`config.mk`:
```
export PLATFORM = sky130hd
export DESIGN_NAME = lut3d_cfg_loader_flat
export DESIGN_NICKNAME = d
export VERILOG_FILES = /design/src/rtl/lut3d_cfg_loader_if.sv /design/src/rtl/lut3d_cfg_loader.sv /design/src/flat_wrapper.sv
export SDC_FILE = /design/constraint.sdc
export NUM_CORES = 1
export LEC_CHECK = 0
export BUFFER_PORTS_ARGS = -buffer_cell sky130_fd_sc_hd__buf_2
export CORE_MARGIN = 2
export CORE_UTILIZATION = 45
export CTS_CLUSTER_SIZE = 20
export DETAILED_ROUTE_END_ITERATION = 8
export PLACE_DENSITY = 0.78
export SKIP_CTS_REPAIR_TIMING = 1
export SLEW_MARGIN = 20
export SYNTH_ARGS = -nofsm -noshare
export SYNTH_HDL_FRONTEND = slang
export SYNTH_SLANG_ARGS = --single-unit
```
`constraint.sdc`:
```
create_clock -name p_clk -period 1.8 [get_ports p_clk]
set_input_delay 0.36 -clock p_clk [delete_from_list [all_inputs] [get_ports p_clk]]
set_output_delay 0.36 -clock p_clk [all_outputs]
set_load 0.05 [all_outputs]
```
`src/rtl/lut3d_cfg_loader_if.sv`:
```
// Host-side LUT entry stream: one entry per valid/ready handshake.
// The last flag marks the final entry of a load.
`timescale 1ns/1ps
interface lut3d_cfg_loader_if #(
  parameter int DW = 24
) ();
  logic [DW-1:0] s_data;
  logic          s_valid;
  logic          s_last;
  logic          s_ready;

  modport master (output s_data, output s_valid, output s_last, input s_ready);
  modport slave  (input s_data, input s_valid, input s_last, output s_ready);
endinterface

```
`src/rtl/lut3d_cfg_loader.sv`:
```
// Sequences a full 3D LUT load from the host stream into the LUT RAM config port,
// optionally gated on a vsync rising edge, with entry-count checking against s_last.
`timescale 1ns/1ps
module lut3d_cfg_loader #(
  parameter int GS      = 33,
  parameter int LUT_CD  = 8,
  parameter bit WAIT_VS = 1'b1,
  parameter int CW      = $clog2(GS*GS*GS+1)
) (
  input  logic                p_clk,
  input  logic                p_rstn,
  input  logic                i_start,
  input  logic                i_abort,
  input  logic                i_vs,
  lut3d_cfg_loader_if.slave   s_if,
  output logic [3*LUT_CD-1:0] o_cfg_data,
  output logic                o_cfg_valid,
  output logic                o_cfg_last,
  output logic                o_busy,
  output logic                o_done,
  output logic                o_err,
  output logic [1:0]          o_err_code,
  input  logic                i_err_clr,
  output logic [CW-1:0]       o_entry_cnt
);

  localparam int            N        = GS*GS*GS;
  localparam logic [CW-1:0] LAST_IDX = CW'(N-1);

  localparam logic [1:0] ERR_NONE  = 2'd0;
  localparam logic [1:0] ERR_SHORT = 2'd1;
  localparam logic [1:0] ERR_LONG  = 2'd2;
  localparam logic [1:0] ERR_ABORT = 2'd3;

  typedef enum logic [1:0] {IDLE, ARM, LOAD, DONE} state_t;

  state_t               state_q;
  logic                 vs_q;
  logic [3*LUT_CD-1:0]  cfg_data_q;
  logic                 cfg_valid_q;
  logic                 cfg_last_q;
  logic                 busy_q;
  logic                 done_q;
  logic                 err_q;
  logic [1:0]           err_code_q;
  logic [CW-1:0]        cnt_q;

  logic                 s_ready_int;
  logic                 hs;
  logic                 hs_final;
  logic                 vs_rise;
  logic                 err_evt;
  logic [1:0]           err_evt_code;
  logic                 err_d;
  logic [1:0]           err_code_d;

  // Abort masks ready so the entry offered in the abort cycle is never taken.
  assign s_ready_int = (state_q == LOAD) & ~i_abort;
  assign s_if.s_ready = s_ready_int;
  assign hs       = s_if.s_valid & s_ready_int;
  assign hs_final = hs & (cnt_q == LAST_IDX);
  assign vs_rise  = i_vs & ~vs_q;

  always_comb begin
    err_evt      = 1'b0;
    err_evt_code = ERR_NONE;
    case (state_q)
      ARM: begin
        if (i_abort) begin
          err_evt      = 1'b1;
          err_evt_code = ERR_ABORT;
        end
      end
      LOAD: begin
        if (i_abort) begin
          err_evt      = 1'b1;
          err_evt_code = ERR_ABORT;
        end else if (hs_final && !s_if.s_last) begin
          err_evt      = 1'b1;
          err_evt_code = ERR_LONG;
        end else if (hs && !hs_final && s_if.s_last) begin
          err_evt      = 1'b1;
          err_evt_code = ERR_SHORT;
        end
      end
      default: ;
    endcase
  end

  // First error sticks; a clear arriving with a new error lets the new one land.
  always_comb begin
    err_d      = err_q;
    err_code_d = err_code_q;
    if (err_evt && (!err_q || i_err_clr)) begin
      err_d      = 1'b1;
      err_code_d = err_evt_code;
    end else if (i_err_clr) begin
      err_d      = 1'b0;
      err_code_d = ERR_NONE;
    end
  end

  always_ff @(posedge p_clk or negedge p_rstn) begin
    if (!p_rstn) begin
      state_q     <= IDLE;
      vs_q        <= 1'b0;
      cfg_data_q  <= '0;
      cfg_valid_q <= 1'b0;
      cfg_last_q  <= 1'b0;
      busy_q      <= 1'b0;
      done_q      <= 1'b0;
      err_q       <= 1'b0;
      err_code_q  <= ERR_NONE;
      cnt_q       <= '0;
    end else begin
      vs_q        <= i_vs;
      cfg_valid_q <= 1'b0;
      cfg_last_q  <= 1'b0;
      done_q      <= 1'b0;
      err_q       <= err_d;
      err_code_q  <= err_code_d;

      if (hs) begin
        cfg_data_q  <= s_if.s_data;
        cfg_valid_q <= 1'b1;
        cnt_q       <= cnt_q + CW'(1);
      end

      case (state_q)
        IDLE: begin
          if (i_start) begin
            cnt_q   <= '0;
            busy_q  <= 1'b1;
            state_q <= WAIT_VS ? ARM : LOAD;
          end
        end
        ARM: begin
          if (i_abort) begin
            state_q <= IDLE;
            busy_q  <= 1'b0;
          end else if (vs_rise) begin
            state_q <= LOAD;
          end
        end
        LOAD: begin
          if (i_abort) begin
            state_q <= IDLE;
            busy_q  <= 1'b0;
          end else if (hs_final) begin
            cfg_last_q <= 1'b1;
            state_q    <= DONE;
            busy_q     <= 1'b0;
          end else if (hs && s_if.s_last) begin
            state_q <= IDLE;
            busy_q  <= 1'b0;
          end
        end
        DONE: begin
          // Two cycles here: the o_cfg_last cycle, then the o_done cycle.
          if (!done_q) begin
            done_q <= 1'b1;
          end else begin
            state_q <= IDLE;
          end
        end
        default: begin
          state_q <= IDLE;
          busy_q  <= 1'b0;
        end
      endcase
    end
  end

  assign o_cfg_data  = cfg_data_q;
  assign o_cfg_valid = cfg_valid_q;
  assign o_cfg_last  = cfg_last_q;
  assign o_busy      = busy_q;
  assign o_done      = done_q;
  assign o_err       = err_q;
  assign o_err_code  = err_code_q;
  assign o_entry_cnt = cnt_q;

endmodule

```
`src/flat_wrapper.sv`:
```
// flat-port wrapper written by rule: the top's interface ports become plain ports
module lut3d_cfg_loader_flat 
#(
  parameter int GS      = 33,
  parameter int LUT_CD  = 8,
  parameter bit WAIT_VS = 1'b1,
  parameter int CW      = $clog2(GS*GS*GS+1)
)
  (p_clk, p_rstn, i_start, i_abort, i_vs, o_cfg_data, o_cfg_valid, o_cfg_last, o_busy, o_done, o_err, o_err_code, i_err_clr, o_entry_cnt, s_if_s_data, s_if_s_valid, s_if_s_last, s_if_s_ready);
  lut3d_cfg_loader_if #(.DW((3*LUT_CD))) s_if_i ();
  input  logic p_clk;
  input  logic p_rstn;
  input  logic i_start;
  input  logic i_abort;
  input  logic i_vs;
  output logic [3*LUT_CD-1:0] o_cfg_data;
  output logic o_cfg_valid;
  output logic o_cfg_last;
  output logic o_busy;
  output logic o_done;
  output logic o_err;
  output logic [1:0] o_err_code;
  input  logic i_err_clr;
  output logic [CW-1:0] o_entry_cnt;
  input wire logic [$bits(s_if_i.s_data)-1:0] s_if_s_data;
  input wire logic [$bits(s_if_i.s_valid)-1:0] s_if_s_valid;
  input wire logic [$bits(s_if_i.s_last)-1:0] s_if_s_last;
  output wire logic [$bits(s_if_i.s_ready)-1:0] s_if_s_ready;
  assign s_if_i.s_data = s_if_s_data;
  assign s_if_i.s_valid = s_if_s_valid;
  assign s_if_i.s_last = s_if_s_last;
  assign s_if_s_ready = s_if_i.s_ready;
  lut3d_cfg_loader #(.GS(GS), .LUT_CD(LUT_CD), .WAIT_VS(WAIT_VS), .CW(CW)) u_core (.p_clk(p_clk), .p_rstn(p_rstn), .i_start(i_start), .i_abort(i_abort), .i_vs(i_vs), .s_if(s_if_i), .o_cfg_data(o_cfg_data), .o_cfg_valid(o_cfg_valid), .o_cfg_last(o_cfg_last), .o_busy(o_busy), .o_done(o_done), .o_err(o_err), .o_err_code(o_err_code), .i_err_clr(i_err_clr), .o_entry_cnt(o_entry_cnt));
endmodule
```
* After elaboration in Yosys (flattened, before gate mapping)
Cells that the tools add are included.
** Operators by class
- $add $sub $neg :: 1
- $mul :: 0
- Div/mod/pow operators :: 0
- $lt $le $gt $ge :: 0
- Equal/unequal tests :: 9
- Shift operators :: 0
- Multiplexer cells :: 37
- Bitwise gates (word level) :: 6
- Reduce and logical (&&, ||, !) cells :: 14
** Operator list (count)
- 16-bit 2-to-1 mux :: 3
- 2-bit 2-to-1 mux :: 12
- 1-bit 2-to-1 mux :: 18
- 16-bit by 1-bit adder with 16-bit output (second input constant) :: 1
- 16-bit == test (second input constant) :: 1
- 2-bit case mux with 4 select lines :: 1
- 4-bit AND reduction :: 2
- 1-bit logical AND :: 5
- 1-bit bitwise AND :: 4
- 2-bit == test (second input constant) :: 2
- 2-bit != test (second input constant) :: 2
- 4-bit by 3-bit != test with 1-bit output (second input constant) :: 1
- 2-bit case mux with 2 select lines :: 1
- 1-bit logical NOT :: 3
- 3-bit by 2-bit != test with 1-bit output (second input constant) :: 1
- 1-bit case mux with 3 select lines :: 1
- 3-bit nonzero test :: 1
- 2-bit by 1-bit == test with 1-bit output (second input constant) :: 1
- 2-bit logical NOT :: 1
- 2-bit by 1-bit != test with 1-bit output (second input constant) :: 1
- 1-bit inverter :: 2
- 1-bit case mux with 2 select lines :: 1
- 2-bit nonzero test :: 1
- 1-bit logical OR :: 1
** Storage, ports and cells
- Register bits after elaboration :: 50
- Latch bits :: 0
- Memory bits (writable) :: 0
- Memory bits (read-only) :: 0
- Input port bits :: 32
- Memories :: 0

* Longest topological paths before layout
Gate-level depths: netlist (run 1).
- Depth after elaboration :: 13
- Depth in mapped cells :: 9
- Gate-level depth less buffers :: 9

* Least setup slack after synthesis (run 1)
OpenSTA, ideal clock, no wires.
- Path kind :: reg2reg
- From :: reg u_core.state_q[0]
- To :: reg u_core.cnt_q[7], in the netlist u_core.o_entry_cnt[7]
- Library setup time :: 0.078 ns
- Arrival :: 2.030 ns
- Data required time :: 1.722 ns
- Setup slack :: -0.307 ns
- Cell stages (with the launch flop) :: 9
- Path buffers :: 0
- Clock period less this slack :: 2.107 ns
- Path through :: dfrtp_1 inv_1 ha_1 and2b_1 nand2_1 inv_2 nand4_2 or3_1 a21oi_1
** Between the ends
- Longest elaborated chain between the ends :: 6
** Ends and longest elaborated chain
- start, declared :: line lut3d_cfg_loader.sv:37 : state_t state_q;
- start signal, assigned :: line lut3d_cfg_loader.sv:134 : state_q <= WAIT_VS ? ARM : LOAD;
- 2-bit == test (*) :: line lut3d_cfg_loader.sv:58 : assign s_ready_int = (state_q == LOAD) & ~i_abort;
- 1-bit bitwise AND (*) :: line lut3d_cfg_loader.sv:58
- net s_if_s_ready :: line flat_wrapper.sv:28 : output wire logic [$bits(s_if_i.s_ready)-1:0] s_if_s_ready;
- 1-bit bitwise AND (*) :: line lut3d_cfg_loader.sv:60 : assign hs = s_if.s_valid & s_ready_int;
- 16-bit 2-to-1 mux (*) :: line lut3d_cfg_loader.sv:123 : if (hs) begin
- 16-bit 2-to-1 mux :: line lut3d_cfg_loader.sv:131 : if (i_start) begin
- 16-bit 2-to-1 mux (*) :: line lut3d_cfg_loader.sv:129 : case (state_q)
- end signal, assigned :: line lut3d_cfg_loader.sv:126 : cnt_q <= cnt_q + CW'(1);
- end, declared :: line lut3d_cfg_loader.sv:46 : logic [CW-1:0] cnt_q;
Mark *: on every way through the listed nets, which the timed path passes. The rest lies on a longest branch.
A chain may end at the register's enable or synchronous reset.

* Worst setup path in the final report (run 1)
- From :: reg u_core.state_q[0]
- To :: out s_if_s_ready
** Between the ends
- Longest elaborated chain between the ends :: 2
** Ends and longest elaborated chain (line)
- 2-bit == test :: lut3d_cfg_loader.sv:58
- 1-bit bitwise AND :: lut3d_cfg_loader.sv:58
- end, declared :: flat_wrapper.sv:28
Every way passes these cells.

==> results of run 1 <==
==> per-stage QoR <==
stage	area [µm²]	power, mW
3_3_place_gp	3000	3.74
3_5_place_dp	3000	3.81
6_report	3230	4.68
2_1_floorplan	2390	3.20
5_1_grt	3230	4.96
4_1_cts	3110	4.60
==> flip-flops by register name, summed over array words and instances, names as in the netlist <==
register	count
u_core.o_cfg_last	1
u_core.o_done	1
u_core.o_entry_cnt	16
u_core.vs_q	1
u_core.state_q	2
u_core.o_err_code	2
u_core.o_cfg_valid	1
u_core.o_busy	1
u_core.o_cfg_data	24
u_core.o_err	1
==> layout make-up <==
class	instances	area (µm²)
clock inverter	3	40.0
inverter	12	50.0
sequential	50	1260
timing repair buffer	104	599
fill	459	1850
clock buffer	5	68.8
multi-input combinational	182	1120
tap	70	87.6
==> cell usage after synthesis (4+ instances only) <==
master,count
a21oi_1,11
nand3_1,4
nor2b_1,4
o21ai_0,7
inv_1,10
nor2_1,12
xnor2_1,7
xor2_1,5
dfrtp_1,50
ha_1,7
buf_1,4
nand2_1,87
==> worst paths after layout <==
path                                       startpoint                    end  slack (ns)  depth (start not counted)
max in group asynchronous                      p_rstn  u_core.o_entry_cnt[0]        1.27                          2
worst min-delay path                           p_rstn   u_core.o_cfg_data[0]      -0.009                          1
worst min register to register          u_core.o_done          u_core.o_done        0.43                          1
worst max register to register  u_core.o_entry_cnt[0]          u_core.o_busy        0.06                          8
min in group p_clk                               i_vs            u_core.vs_q        0.17                          1
worst max-delay path                u_core.state_q[0]           s_if_s_ready        0.04                          4
==> where the power goes <==
| part | internal, mW | total (mW) | switching (mW) | leakage (nW) |
|---|---|---|---|---|
| registers | 1.42 | 1.59 | 0.165 | 0.656 |
| clock network | 0.410 | 0.783 | 0.374 | 0.0579 |
| logic | 0.647 | 2.31 | 1.66 | 1.07 |
==> layer usage <==
layer,vias to the layer above,part of all wire [%]
met5,-,0
met4,0,0.52
met3,5,4.7
met2,63,53
met1,1005,41
li1,1018,-
==> logic make-up (layout without fill, tap and decap cells) <==
family	Yosys count	count (layout)	synth area share (%)
simple gates	134	134	27.1
flops	50	50	53.5
compound gates	28	28	7.38
buf+inv	20	124	3.37
xor+xnor	12	12	4.49
fa+ha+maj	7	7	3.75
mux	1	1	0.428
==> worst max-delay path, cell delays in order (launching register included) <==
cell	delay, ns
dfrtp_1	0.41
inv_2	0.09
ha_4	0.15
and2b_4	0.17
buf_2	0.28
==> flow_summary_export.csv, run 1 <==
group,metric,value,unit
drt,wl,5.75,mm
drt,drc,0,
global_routing,grtUsageMet2,35.8,%
global_routing,antenna_found_initial,0,
logic_synthesis,synthArstFlopShare,100,%
logic_synthesis,syn_area,2340,µm²
global_routing,grt_overflow,0,
drt,detail-route-antenna-nets,0,
outcome,status,"complete, but fails checks",
timing,tns,0,ns
critical_path,critical_path.max_fanout,4,
global_routing,grt_start_max_net_pins,33,
power,leakage,1.78,nW
clock_tree,clkSlewWorstSetupHoldPaths,0.09,ns
logic_synthesis,ys_types,39,
logic_synthesis,synth-edff-count,0,
floorplan,initial_core_util,46.1,%
logic_synthesis,synth_area_leaders,"dfrtp_1 (54%), nand2_1 (14%), ha_1 (3.7%)",
global_routing,grt_use_met1,26.1,%
floorplan,core,5070,µm²
clock_tree,cts_tree,"done",
global_routing,grt_first_pass_wirelength,9.54,mm
timing,rsz0062_at_grt,"true",
logic_synthesis,netlist_instances,252,
timing,max_slew_margin,70.1,%
finish,synthToLayoutAreaGrowth,38.0,%
logic_synthesis,synth_top_area_cell,"dfrtp_1",
place,gp_congestion,0.862,
timing,worst_slew_pin_slew,0.449,ns
critical_path,critPathLaunchType,"flip-flop",
drt,via_per_inst,4.91,
global_routing,met3_usage,4.50,%
floorplan,die_w,76.1,µm
critical_path,crit_path_end_kind,"output port",
drt,drt-initial-drc-count,97,
finish,final_core_util,63.6,%
floorplan,ios,80,
clock_tree,cts_made_buffers,5,
logic_synthesis,syn_area_per_cell,9.28,µm²
drt,num_vias,2091,
clock_tree,insertion_delay,0.30,ns
floorplan,die_h,76.1,µm
power,power_density,1450,nW/µm²
timing,min_period,1.76,ns
outcome,violations,"negative hold slack",
logic_synthesis,yosysSeqAreaShare,53.5,%
clock_tree,ctsHtreeMaxLevel,2,
global_routing,grt_busiest_layer,"met2",
drt,drt_pre_antenna_iters,5,
timing,finalWorstSetupSlack,0.0379,ns
drt,drt-wirelength-per-cell,13.5,µm
finish,fin_nets,394,
timing,fin_crit_sh,97.9,%
logic_synthesis,synth.yosys.warnings,0,
global_routing,grt_usage,20.5,%
timing,whs,-0.00901,ns
power,vdd_drop_max,1140,µV
place,dp.cells,413,
timing,hold_viol_final,18,
critical_path,worstSetupPathType,"flip-flop to output port",
logic_synthesis,synth_nets,291,
floorplan,num_rows,26,
finish,finalNonFillerCells,426,
clock_tree,clockBufferDepth,2,
timing,skew,0.00681,ns
critical_path,arrival,1.40,ns
place,io_buffer_count,79,
critical_path,cp.required,1.44,ns
global_routing,first_global_vias,2039,
place,place_ws,-0.0255,ns
clock_tree,clockRootBuffer,"clkbuf_8",
timing,finalSetupViolations,0,
floorplan,die_area,5790,µm²
logic_synthesis,synth_seq_cells,50,
worst_hold_path,hp-class,"input port to asynchronous set/reset pin",
clock_tree,cts_sinks,50,
finish,diodes,0,
timing,drv_slew,0,
logic_synthesis,dominantRegCellSynth,"dfrtp_1",
finish,layout_commonest_cell,"nand2_1",
job,max_cap_violations,0,
place,dp_hpwl,4.22,mm
finish,mostFrequentLayoutCells,"nand2_1 (86), buf_2 (79), dfrtp_1 (45)",
logic_synthesis,netlist.area_leader.share,53.5,%
finish,drive_gt1_share,40.4,%
timing,max_freq,567,MHz
No activity file was read; power rests on OpenSTA's default activity.
==> run 2, diff against run 1 <==
--- a/config.mk
+++ b/config.mk
@@ -11,6 +11,7 @@
 export CTS_CLUSTER_SIZE = 20
 export DETAILED_ROUTE_END_ITERATION = 8
 export PLACE_DENSITY = 0.78
+export RECOVER_POWER = 100
 export SKIP_CTS_REPAIR_TIMING = 1
 export SLEW_MARGIN = 20
 export SYNTH_ARGS = -nofsm -noshare
==> run 2 against run 1 <==
  * The flow now finishes without violations
  * First-iteration DRC count rose by 8.2%
  * Cell area is 1.6% lower
  * Global-route usage stayed put
  * Critical path type unchanged
==> flow_summary_export.csv, run 2 (synthesis results as in run 1) <==
group,metric,value,unit
drt,num_vias,2108,
power,power_density,1450,nW/µm²
drt,detail-route-antenna-nets,0,
drt,drt-initial-drc-count,105,
timing,max_freq,568,MHz
floorplan,initial_core_util,46.1,%
global_routing,grt_overflow,0,
finish,layout_commonest_cell,"nand2_1",
clock_tree,clkSlewWorstSetupHoldPaths,0.09,ns
global_routing,grt_usage,20.5,%
finish,fillers,479,
global_routing,grt_use_met1,26.1,%
drt,drc,0,
power,finalPower,4.60,mW
place,io_buffer_count,79,
place,dp_hpwl,4.22,mm
floorplan,core,5070,µm²
critical_path,critical_path.max_fanout,4,
floorplan,ios,80,
worst_hold_path,hp-class,"input port to flip-flop",
timing,min_period,1.76,ns
global_routing,antenna_found_initial,0,
clock_tree,ctsHtreeMaxLevel,2,
timing,rsz0062_at_grt,"true",
clock_tree,cts_tree,"done",
clock_tree,insertion_delay,0.30,ns
global_routing,met3_usage,4.50,%
critical_path,cp.required,1.44,ns
outcome,status,"finished, final reports clean",
global_routing,grtUsageMet2,35.8,%
timing,finalSetupViolations,0,
job,max_cap_violations,0,
clock_tree,clockRootBuffer,"clkbuf_8",
drt,drt_pre_antenna_iters,5,
finish,finalNonFillerCells,426,
critical_path,arrival,1.40,ns
timing,max_slew_margin,28.4,%
floorplan,die_h,76.1,µm
drt,drt-wirelength-per-cell,13.5,µm
place,gp_congestion,0.862,
finish,synthToLayoutAreaGrowth,35.8,%
floorplan,die_area,5790,µm²
clock_tree,cts_sinks,50,
power,leakage,1.63,nW
drt,wl,5.74,mm
critical_path,critPathLaunchType,"flip-flop",
drt,via_per_inst,4.95,
finish,largest_reg_flops,24,
finish,fin_nets,394,
finish,drive_gt1_share,29.2,%
global_routing,first_global_vias,2039,
timing,worst_slew_pin_slew,1.07,ns
clock_tree,clockBufferDepth,2,
timing,fin_crit_sh,97.8,%
floorplan,die_w,76.1,µm
critical_path,worstSetupPathType,"flip-flop to output port",
finish,diodes,0,
critical_path,crit_path_end_kind,"output port",
power,vdd_drop_max,1110,µV
global_routing,grt_start_max_net_pins,33,
global_routing,grt_first_pass_wirelength,9.54,mm
finish,mostFrequentLayoutCells,"nand2_1 (86), dfrtp_1 (45), clkbuf_1 (40)",
global_routing,grt_busiest_layer,"met2",
timing,hold_viol_final,0,
place,dp.cells,413,
timing,skew,0.00775,ns
floorplan,num_rows,26,
clock_tree,cts_made_buffers,5,
timing,drv_slew,0,
==> run 2: per-stage QoR <==
| step | setup TNS (ns) | hold slack, ns | setup slack (ns) | area [µm²] | util (%) |
|---|---|---|---|---|---|
| after floorplan | -0.105 | 0.0644 | -0.0445 | 2390 | - |
| after global placement | 0 | 0.332 | 0.0513 | 3000 | 59.1 |
| after detailed placement | -0.0255 | 0.334 | -0.0255 | 3000 | 59.1 |
| after CTS | -0.0958 | 0.0000286 | -0.0465 | 3110 | 61.2 |
| after global routing | -0.140 | 0.169 | -0.0490 | 3180 | 62.6 |
| final | 0 | 0.173 | 0.0399 | 3180 | 62.6 |
==> run 2: area by class of cell <==
type                    instances  area, µm²  area share, %
flip-flops and latches         50       1260           39.6
multi-input cells             182       1120           35.4
repair buffers                104        549           17.3
well taps                      70       87.6           2.76
clock buffers                   5       68.8           2.17
inverters                      12       50.0           1.58
clock inverters                 3       40.0           1.26
==> run 2: critical path, stage by stage (launching register included) <==
cell     delay, ns
dfrtp_1       0.41
inv_2         0.09
ha_4          0.15
and2b_4       0.17
buf_2         0.28
==> run 2: layer usage <==
| metal | vias to the layer above | wire (µm) |
|---|---|---|
| li1 | 1020 | - |
| met1 | 1019 | 2350 |
| met2 | 64 | 3070 |
| met4 | 0 | 28 |
| met5 | - | 0 |
| met3 | 5 | 291 |
==> run 2: final timing paths <==
path / start / endpoint / slack [ns] / cells after the start
hold reg to reg: u_core.o_done / u_core.o_done / 0.44 / 1
min in group asynchronous: p_rstn / u_core.o_cfg_data[0] / 0.23 / 1
max in group asynchronous: p_rstn / u_core.o_entry_cnt[0] / 0.84 / 2
setup / recovery: u_core.state_q[0] / s_if_s_ready / 0.04 / 4
setup reg to reg: u_core.o_entry_cnt[0] / u_core.o_busy / 0.06 / 8
hold / removal: i_vs / u_core.vs_q / 0.17 / 1
==> run 2: report_power, final <==
group          switching (mW)  leakage (nW)  internal (mW)
Sequential              0.172         0.656           1.42
Combinational            1.66         0.913          0.571
Clock                   0.368        0.0579          0.409
==> run 3, diff against run 2 <==
--- a/config.mk
+++ b/config.mk
@@ -10,7 +10,7 @@
 export CORE_UTILIZATION = 45
 export CTS_CLUSTER_SIZE = 20
 export DETAILED_ROUTE_END_ITERATION = 8
-export PLACE_DENSITY = 0.78
+export PLACE_DENSITY = 0.74
 export RECOVER_POWER = 100
 export SKIP_CTS_REPAIR_TIMING = 1
 export SLEW_MARGIN = 20
==> run 3 against run 2 <==
  * Register-to-register slack lost 0.04 ns
  * Fmax shrank 0.89%
  * Largest power group unchanged
  * Final cell count grew 1.2%
==> flow_summary_export.csv, run 3 (synthesis results as in run 1) <==
group,metric,value,unit
outcome,status,"finished, final reports clean",
floorplan,core,5070,µm²
critical_path,worstSetupPathType,"flip-flop to flip-flop",
power,power_frac_comb,50.1,%
power,switching_power,2.21,mW
drt,via_per_inst,4.87,
worst_hold_path,hp-class,"input port to flip-flop",
clock_tree,ctsHtreeMaxLevel,2,
finish,diodes,0,
finish,largest_reg_flops,24,
floorplan,initial_core_util,46.1,%
timing,max_freq,563,MHz
timing,worst_slew_pin_slew,0.631,ns
timing,tns,0,ns
drt,num_vias,2097,
floorplan,die_area,5790,µm²
timing,finalSetupViolations,0,
place,dp_hpwl,4.05,mm
timing,fin_crit_sh,98.7,%
drt,drt_pre_antenna_iters,4,
clock_tree,clkSlewWorstSetupHoldPaths,0.09,ns
floorplan,die_h,76.1,µm
critical_path,cp.required,1.99,ns
finish,layout_commonest_cell,"nand2_1",
finish,finalNonFillerCells,431,
critical_path,critPathLaunchType,"flip-flop",
drt,drt-initial-drc-count,83,
power,internal_power,2.29,mW
finish,fillers,474,
power,finalPower,4.50,mW
drt,drc,0,
floorplan,num_rows,26,
finish,mostFrequentLayoutCells,"nand2_1 (86), clkbuf_1 (46), dfrtp_1 (45)",
drt,drt-wirelength-per-cell,13.4,µm
floorplan,die_w,76.1,µm
timing,drv_slew,0,
global_routing,antenna_found_initial,0,
finish,synthToLayoutAreaGrowth,36.1,%
finish,multiInputGateArea,1130,µm²
power,power_density,1410,nW/µm²
global_routing,grt_start_max_net_pins,29,
place,dp.cells,411,
finish,final_core_util,62.7,%
power,swShare,49.2,%
place,io_buffer_count,79,
clock_tree,cts_tree,"done",
job,max_cap_violations,0,
power,p_clk_share,14.6,%
power,power.share.sequential,35.3,%
timing,max_slew_margin,57.9,%
finish,drive_gt1_share,28.8,%
global_routing,first_global_vias,2016,
power,leakage,1.62,nW
global_routing,grt_first_pass_wirelength,9.35,mm
global_routing,grt_usage,19.8,%
finish,fin_nets,399,
place,gp_congestion,0.861,
clock_tree,clockBufferDepth,2,
clock_tree,insertion_delay,0.30,ns
global_routing,grt_overflow,0,
critical_path,critical_path.max_fanout,4,
clock_tree,cts_sinks,50,
timing,hold_viol_final,0,
critical_path,arrival,1.96,ns
clock_tree,cts_made_buffers,5,
timing,skew,0.00434,ns
finish,seqCellArea,1260,µm²
drt,detail-route-antenna-nets,0,
timing,min_period,1.78,ns
critical_path,crit_path_end_kind,"flip-flop",
timing,rsz0062_at_grt,"true",
drt,wl,5.77,mm
power,vdd_drop_max,869,µV
clock_tree,clockRootBuffer,"clkbuf_8",
floorplan,ios,80,
==> run 3: stage by stage <==
stage          setup slack, ns  area, µm²  hold slack, ns
2_1_floorplan          -0.0445       2390          0.0644
3_3_place_gp            0.0504       2970           0.316
3_5_place_dp          -0.00736       2970           0.316
4_1_cts                -0.0585       3060         -0.0118
5_1_grt                -0.0589       3180           0.181
6_report                0.0241       3180           0.179
==> run 3: critical path: stages, from the launching register on <==
cell and delay, ns:
dfrtp_2 0.44, inv_2 0.08, ha_4 0.12, nor4b_4 0.22, nand4_2 0.17, or2_4 0.31, inv_4 0.08, o2111ai_4 0.11
mux2i_1 0.14
==> run 3: power by group through the flow <==
| stage | Sequential (mW) | Clock [mW] | Combinational (mW) |
|---|---|---|---|
| after floorplan | 2.56 | 0 | 0.645 |
| after global placement | 1.59 | 0 | 2.16 |
| after detailed placement | 1.60 | 0 | 2.19 |
| after CTS | 1.58 | 0.682 | 2.20 |
| after global routing | 1.63 | 0.737 | 2.42 |
| final | 1.59 | 0.656 | 2.26 |
==> run 3: final timing paths <==
check,startpoint,endpoint,slack [ns],cells after the start
min,i_vs,u_core.vs_q,0.18,1
max reg2reg,u_core.o_entry_cnt[0],u_core.o_busy,0.02,8
max,u_core.o_entry_cnt[0],u_core.o_busy,0.02,8
max in group asynchronous,p_rstn,u_core.o_entry_cnt[1],0.34,3
min in group asynchronous,p_rstn,u_core.o_entry_cnt[14],0.52,2
min reg2reg,u_core.o_done,u_core.o_done,0.46,1
==> run 3: routing by layer <==
metal  global-route usage [%]  routed length, µm  up-vias
met5                        0                  0        -
met3                     3.79                234        8
li1                         -                  -     1033
met2                     32.9               2900       56
met4                     5.82                 61        0
met1                     26.5               2570     1000
==> run 3: cell type report <==
class	instances	area share (%)
Timing Repair Buffer	109	17.8
Tap cell	70	2.75
Sequential cell	50	39.5
Inverter	12	1.57
Multi-Input combinational cell	182	35.6
Clock inverter	3	0.668
Clock buffer	5	2.16
